## src/rtl/sobel_window_gen.sv

```systemverilog
`default_nettype none
// ============================================================================
//  Module   : sobel_window_gen
//  Purpose  : Raster-to-window front end for the Sobel edge core. Accepts one
//             8-bit pixel per valid cycle in row-major order, keeps two line
//             buffers and a 3x3 shift window, and emits one window plus a
//             one-cycle core enable for every interior pixel position.
//  Ports    : clk, rst_n (async, active-low)
//             start_i             frame start pulse (honoured only in IDLE)
//             pixel_i/pixel_en_i  raster pixel stream
//             data_R_C_o          3x3 window, R = row (0 oldest line),
//                                 C = column (0 oldest column)
//             core_en_o           window valid pulse
//             busy_o              frame in progress
//             done_o              pulse in the cycle after the last pixel
//  Revision : 1.0  initial release
// ============================================================================
module sobel_window_gen #(
  parameter int IMG_W = 128,
  parameter int IMG_H = 128
) (
  input  logic       clk,
  input  logic       rst_n,
  input  logic       start_i,
  input  logic [7:0] pixel_i,
  input  logic       pixel_en_i,
  output logic [7:0] data_0_0_o,
  output logic [7:0] data_0_1_o,
  output logic [7:0] data_0_2_o,
  output logic [7:0] data_1_0_o,
  output logic [7:0] data_1_1_o,
  output logic [7:0] data_1_2_o,
  output logic [7:0] data_2_0_o,
  output logic [7:0] data_2_1_o,
  output logic [7:0] data_2_2_o,
  output logic       core_en_o,
  output logic       busy_o,
  output logic       done_o
);

  localparam int COL_W = $clog2(IMG_W);
  localparam int ROW_W = $clog2(IMG_H);

  localparam logic [COL_W-1:0] COL_LAST = COL_W'(IMG_W - 1);
  localparam logic [ROW_W-1:0] ROW_LAST = ROW_W'(IMG_H - 1);
  localparam logic [COL_W-1:0] COL_TWO  = COL_W'(2);
  localparam logic [ROW_W-1:0] ROW_TWO  = ROW_W'(2);
  localparam logic [COL_W-1:0] COL_ONE  = COL_W'(1);
  localparam logic [ROW_W-1:0] ROW_ONE  = ROW_W'(1);

  typedef enum logic [0:0] {
    IDLE   = 1'b0,
    ACTIVE = 1'b1
  } state_t;

  state_t           state_q, state_d;
  logic [ROW_W-1:0] row_q, row_d;
  logic [COL_W-1:0] col_q, col_d;
  logic [7:0]       win_q [3][3];
  logic [7:0]       win_d [3][3];
  logic             core_en_q, core_en_d;
  logic             done_q, done_d;

  // Line buffers: lb0 holds the previous line, lb1 the line before that.
  // Never reset; every entry is rewritten before a window uses it.
  logic [7:0]       lb0_q [IMG_W];
  logic [7:0]       lb1_q [IMG_W];

  logic             accept;
  logic [7:0]       lb_top;
  logic [7:0]       lb_mid;

  assign accept = (state_q == ACTIVE) && pixel_en_i;
  assign lb_top = lb1_q[col_q];
  assign lb_mid = lb0_q[col_q];

  always_comb begin
    state_d   = state_q;
    row_d     = row_q;
    col_d     = col_q;
    win_d     = win_q;
    core_en_d = 1'b0;
    done_d    = 1'b0;

    case (state_q)
      IDLE: begin
        if (start_i) begin
          state_d = ACTIVE;
          row_d   = '0;
          col_d   = '0;
        end
      end
      ACTIVE: begin
        if (pixel_en_i) begin
          // Shift the window left by one column and load the new column
          // {row-2, row-1, row} at the right edge.
          for (int r = 0; r < 3; r++) begin
            for (int c = 0; c < 2; c++) begin
              win_d[r][c] = win_q[r][c+1];
            end
          end
          win_d[0][2] = lb_top;
          win_d[1][2] = lb_mid;
          win_d[2][2] = pixel_i;

          // The first two columns of each row only flush stale columns.
          core_en_d = (row_q >= ROW_TWO) && (col_q >= COL_TWO);

          if (col_q == COL_LAST) begin
            col_d = '0;
            if (row_q == ROW_LAST) begin
              row_d   = '0;
              state_d = IDLE;
              done_d  = 1'b1;
            end else begin
              row_d = row_q + ROW_ONE;
            end
          end else begin
            col_d = col_q + COL_ONE;
          end
        end
      end
      default: state_d = IDLE;
    endcase
  end

  always_ff @(posedge clk or negedge rst_n) begin
    if (!rst_n) begin
      state_q   <= IDLE;
      row_q     <= '0;
      col_q     <= '0;
      core_en_q <= 1'b0;
      done_q    <= 1'b0;
      for (int r = 0; r < 3; r++) begin
        for (int c = 0; c < 3; c++) begin
          win_q[r][c] <= 8'd0;
        end
      end
    end else begin
      state_q   <= state_d;
      row_q     <= row_d;
      col_q     <= col_d;
      core_en_q <= core_en_d;
      done_q    <= done_d;
      win_q     <= win_d;
    end
  end

  always_ff @(posedge clk) begin
    if (accept) begin
      lb1_q[col_q] <= lb0_q[col_q];
      lb0_q[col_q] <= pixel_i;
    end
  end

  assign data_0_0_o = win_q[0][0];
  assign data_0_1_o = win_q[0][1];
  assign data_0_2_o = win_q[0][2];
  assign data_1_0_o = win_q[1][0];
  assign data_1_1_o = win_q[1][1];
  assign data_1_2_o = win_q[1][2];
  assign data_2_0_o = win_q[2][0];
  assign data_2_1_o = win_q[2][1];
  assign data_2_2_o = win_q[2][2];

  assign core_en_o = core_en_q;
  assign busy_o    = (state_q == ACTIVE);
  assign done_o    = done_q;

endmodule
`default_nettype wire

```

## config.mk

```make
export PLATFORM = sky130hd
export DESIGN_NAME = sobel_window_gen
export DESIGN_NICKNAME = d
export VERILOG_FILES = /design/src/rtl/sobel_window_gen.sv
export SDC_FILE = /design/constraint.sdc
export NUM_CORES = 2
export LEC_CHECK = 0
export CORE_UTILIZATION = 35
export CTS_BUF_LIST = sky130_fd_sc_hd__clkbuf_2
export CTS_CLUSTER_SIZE = 20
export DETAILED_ROUTE_END_ITERATION = 10
export PLACE_DENSITY = 0.57
export SYNTH_ARGS = -nofsm -noshare
export SYNTH_HDL_FRONTEND = slang
export SYNTH_SLANG_ARGS = --single-unit
export TNS_END_PERCENT = 50
```

## constraint.sdc

```tcl
create_clock -name clk -period 9.4 [get_ports clk]
set_clock_uncertainty 0.2 [all_clocks]
set_input_delay 0.94 -clock clk [delete_from_list [all_inputs] [get_ports clk]]
set_output_delay 0.94 -clock clk [all_outputs]
set_load 0.01 [all_outputs]
```

-- Yosys cells after proc, flatten, opt, wreduce, memory -nomap -nowiden
Memories as Yosys holds them, arrays and structs flattened. A register that Yosys moved wholly into a read port is not among the register bits.
Index checks and enable logic that the tools add are counted.
- multiplexer cells: 21
- add/subtract/negate cells: 2
- order comparisons: 2
- reduce and logical (&&, ||, !) cells: 6
- bitwise operators: 1
- eq/ne operators: 5
- operators with widths (operator ; number):
    2-to-1 mux 7 bit ; 6
    case mux 7 bit (2 select lines) ; 2
    adder 7 x 1 -> 7 bit, second input constant ; 2
    == test 7 bit, second input constant ; 2
    greater-or-equal comparator 7 x 2 -> 1 bit, second input constant ; 2
    2-to-1 mux 1 bit ; 12
    inequality test 2 bit, second input constant ; 2
    AND reduction 2 bit ; 2
    AND reduction 3 bit ; 1
    logical AND 1 bit ; 2
    inequality test 2 x 1 -> 1 bit, second input constant ; 1
    case mux 1 bit (2 select lines) ; 1
    zero test 1 bit ; 1
    inverter 1 bit ; 1
- memory bits (writable): 2048
- input port bits: 12
- bits in registers: 81
- output and inout port bits: 75
- memories: 2
- logic and storage cells: 52
- memories (name ; words ; bits a word ; read ports ; clocked after memory_dff ; write ports ; line ; text):
    lb0_q ; 128 ; 8 ; 1 ; 0 ; 1 ; 66 ; logic [7:0] lb0_q [IMG_W];
    lb1_q ; 128 ; 8 ; 1 ; 1 ; 1 ; 67 ; logic [7:0] lb1_q [IMG_W];

-- Depth between registers and ports, before layout
- depth after elaboration: 5
- mapped depth: 13
- gate-level depth less buffers: 7

-- Least setup slack after synthesis
OpenSTA, ideal clock, no wires.
- kind: register -> register
- start: register col_q[1]
- end: memory lb1_q[0][5] (data pin)
- library setup time: 899 ps
- period minus slack after synthesis: 6363 ps
- arrival time: 5264 ps
- cell stages (with the launch flop): 9
- buffers on the path: 3
- data required time: 8301 ps
- path slack: 3037 ps
- path through: dfrtp_1 -> buf_4 -> buf_8 -> buf_8 -> mux2i_1 -> a221o_1 -> a221o_1 -> a41o_1 -> o2111ai_1
- word-level cells in the longest chain between the ends: 1
- RTL lines (what ; line ; text):
    start, declared ; 58 ; logic [COL_W-1:0] col_q, col_d;
    start signal, assigned ; 142 ; col_q <= col_d;
    memory read (128 x 8 bit) ; n/a ;
    end, declared ; 67 ;
Every way passes these cells.

-- Worst setup path in the final report
- start: register col_q[2]
- end: memory lb1_q[62][0] (data pin)
Same word-level chain as after synthesis.

==> impl_metrics.env <==
export IMPL_outcome="complete, but fails checks"
export IMPL_violations="design-rule violations, max-capacitance violations, max-slew violations"
export IMPL_slew_headroom=-0.006900
export IMPL_path_buf_inv=3
export IMPL_worstPathArrival_ps=7830
export IMPL_synth_cell_types=78
export IMPL_cts_tree="done"
export IMPL_io_buffers=86
export IMPL_grt_pass1_vias=50970
export IMPL_grt_max_degree=116
export IMPL_irDropWorstVdd_uv=406.4
export IMPL_tns_ps=0
export IMPL_postRouteAntennaNets=0
export IMPL_finalHoldViolations=0
export IMPL_htreeDepth=6
export IMPL_finalNetCount=5468
export IMPL_numCtsBuffers=559
export IMPL_clkTransAtPathRegs_ps=130
export IMPL_synth_edf_count=2048
export IMPL_worst_setup_path_end_kind="flip-flop"
export IMPL_clk_path_buf_depth=4
export IMPL_hp_class="in2reg"
export IMPL_syn2layout_area_growth_pct=12.59
export IMPL_grtUsageTotal=0.2390
export IMPL_drc_errors=4
export IMPL_crit_start="col_q[2]"
export IMPL_clockPowerShare=0.212
export IMPL_synthTopCellsByArea="edfxtp_1 74%, a221oi_1 3.0%, dfrtp_1 2.7%"
export IMPL_r2r_slack_ps=2750
export IMPL_switchingPower_uw=11530
export IMPL_timing_rr_start="col_q[2]"
export IMPL_ys_top_cells_by_count="2048 x edfxtp_1, 333 x nand2_1, 288 x a221oi_1, 270 x nor2_1, 183 x a21oi_1"
export IMPL_switching_share=0.3972
export IMPL_reg2reg_depth=10
export IMPL_slew_viol_final=1
export IMPL_pwr_share_comb=0.339
export IMPL_min_period_ps=6655
export IMPL_syn_area_sq_um=82830
export IMPL_yosysSeqAreaShare=0.7694
export IMPL_num_vias=53250
export IMPL_cellPowerDensity_nw_per_um2=311.4
export IMPL_critical_path_class="reg2reg"
export IMPL_placement_rows=178
export IMPL_die_y_microns=488.5
export IMPL_yosys_area_top_type="edfxtp_1"
export IMPL_drt_total_wl_mm=290.1
export IMPL_start_util=0.3522
export IMPL_avgSynthCellArea_sq_um=16.99
export IMPL_whs_path_depth=5
export IMPL_drv_cap=1
export IMPL_via_per_inst=5.939
export IMPL_ys_warn_count=0
export IMPL_finalWeightedCongestion=0.8888
export IMPL_drt_iter0_drc=7746
export IMPL_async_flop_share=0.04165
export IMPL_timing_final_crit_share=0.7079
export IMPL_crit_end="lb1_q[62][0]"
export IMPL_required_ps=10570
export IMPL_crit_family="compound AO/OA/AOI/OAI gates"
export IMPL_hpwlAfterDp_mm=163.2
export IMPL_cts_root_buf="clkbuf_2"
export IMPL_die_area_sq_um=238600
export IMPL_ys_flop_type="edfxtp_1"
export IMPL_fin_cells=8965
export IMPL_die_w_microns=488.5
export IMPL_synth_top_area_frac=0.7425
export IMPL_path_depth=10
export IMPL_fmax_ghz=0.1503
export IMPL_p_int_uw=17500
export IMPL_syn_nets=4892
export IMPL_dp_cells=8005
export IMPL_seqPwrFrac=0.449
export IMPL_critPathSlowestCell="a311oi_1"
export IMPL_crit_chain="buf_12, nor2b_4, buf_4, a221oi_1, nor2_1, o21ai_0, nand4_1, a311oi_1, nand2_4, buf_4"
export IMPL_grt_first_pass_wirelength_mm=400.3
export IMPL_drtPass1Iterations=10
export IMPL_max_stage_delay_ps=1300
export IMPL_yosysMostFrequentCell="edfxtp_1"
export IMPL_antenna_found_initial=17
export IMPL_ios=87
export IMPL_leakage_uw=0.03075
export IMPL_drive_gt1_frac=0.2450
export IMPL_rsz0062_at_grt="false"
export IMPL_grt_remaining_overflow=0
export IMPL_cp_max_fo=88
export IMPL_wl_per_cell_microns=32.36
export IMPL_postSynthCellCount=4876
export IMPL_coreArea_sq_um=235200
export IMPL_startpoint_type="flip-flop"
export IMPL_rr_endpoint="lb1_q[62][0]"
export IMPL_setup_violations=0
export IMPL_worstMarginPinSlew_ps=1489
export IMPL_post_cts_setup_buffer_count=0
export IMPL_ys_ff_latch=2137
export IMPL_cp_common_cell="buf_4"
export IMPL_clkSinkCount=2137
export IMPL_clock_latency_ps=1950
-- area by class of cell --
class                           count  area (sq um)
Fill cell                       21820        141900
Antenna cell                       10         25.02
Inverter                            7         38.79
Multi-Input combinational cell   2367         17600
Clock buffer                      831          4159
Sequential cell                  2137         63740
Tap cell                         3150          3941
Timing Repair Buffer              380          3369
Clock inverter                     83         382.9
-- state kept, by name, indices dropped and copies added, names as in the netlist --
name        count
data_2_2_o      8
data_1_0_o      8
data_0_0_o      8
done_o          1
lb0_q        1024
data_1_1_o      8
data_2_1_o      8
data_2_0_o      8
data_0_2_o      8
row_q           7
busy_o          1
core_en_o       1
lb1_q        1024
data_0_1_o      8
col_q           7
data_1_2_o      8
-- metrics by stage --
step	hold WS [ps]	total power [uW]	util	setup slack (ps)	instance area, sq um
final	207.3	29040	0.3965	2745	93260
after global routing	76.55	29880	0.3965	2904	93250
after CTS	37.41	28910	0.3964	3069	93230
after detailed placement	261.5	22850	0.3751	3126	88230
after global placement	257.6	22690	0.3750	3234	88200
after floorplan	280.1	18340	-	3037	82830
-- worst reg2reg max path, stage by stage, from the launching register on --
cell and delay [ps]:
dfrtp_4 760, buf_12 490, nor2b_4 350, buf_4 420, a221oi_1 400, nor2_1 80, o21ai_0 350, nand4_1 480
a311oi_1 1300, nand2_4 580, buf_4 590
-- how the worst min path moves through the flow --
| stage | from | to |
|---|---|---|
| CTS | start_i | row_q[4] |
| global route | start_i | row_q[4] |
| global placement | data_2_0_o[3] | data_2_0_o[3] |
| detailed placement | data_0_0_o[1] | data_0_0_o[1] |
| finish | start_i | row_q[4] |
| floorplan | row_q[6] | row_q[6] |
-- what timing repair did --
item / in CTS / in global routing
resized for setup: 0 / 0
setup endpoints to repair: 0 / 0
hold buffers: 36 / 0
hold endpoints to repair: 1164 / 0
-- cells by family after synthesis --
kind of cell	count (synthesis)	share of synthesized area
buf+inv	372	0.02128
flops	2137	0.7694
xor+xnor	5	0.0005288
simple gates	768	0.03958
compound gates	1230	0.1116
mux	360	0.05701
fa+ha+maj	4	0.0006042
-- power groups by stage --
stage / sequential (uW) / clock [uW] / combinational (uW)
6_report: 13000 / 6150 / 9840
5_1_grt: 13100 / 6710 / 10100
4_1_cts: 13000 / 6240 / 9630
3_5_place_dp: 13300 / 0 / 9590
3_3_place_gp: 13200 / 0 / 9460
2_1_floorplan: 13400 / 0 / 4980
-- per-layer routing --
metal,up-vias,GRT usage,wire length [microns]
met3,700,0.06919,36240
li1,21380,-,-
met1,27290,0.3177,110800
met4,10,0.1057,13110
met2,3867,0.3620,129900
met5,-,0,64
-- layout by cell type, fill, tap and decap left out, drive strengths merged, types with 12 or more instances in the layout --
| cell type | netlist | layout |
|---|---|---|
| o2111ai | 15 | 15 |
| a21bo | 20 | 20 |
| a22oi | 172 | 172 |
| dlygate4sd3 | 0 | 27 |
| a22o | 35 | 35 |
| mux2i | 162 | 162 |
| edfxtp | 2048 | 2048 |
| clkdlybuf4s50 | 0 | 77 |
| mux2 | 121 | 121 |
| mux4 | 77 | 77 |
| a221o | 71 | 71 |
| o221ai | 33 | 33 |
| dfrtp | 89 | 89 |
| nor2b | 19 | 19 |
| o2bb2ai | 14 | 14 |
| o21ai | 151 | 151 |
| a211oi | 17 | 17 |
| clkinv | 1 | 65 |
| a222oi | 29 | 29 |
| o22a | 12 | 12 |
| nand3 | 28 | 28 |
| nand2 | 333 | 333 |
| a21oi | 183 | 183 |
| a221oi | 288 | 288 |
| o22ai | 53 | 53 |
| o211ai | 17 | 17 |
| a31oi | 23 | 23 |
| inv | 6 | 21 |
| buf | 224 | 276 |
| nor2 | 270 | 270 |
| clkbuf | 141 | 831 |
| nor3 | 37 | 37 |
(Power assumes the default switching activity.)
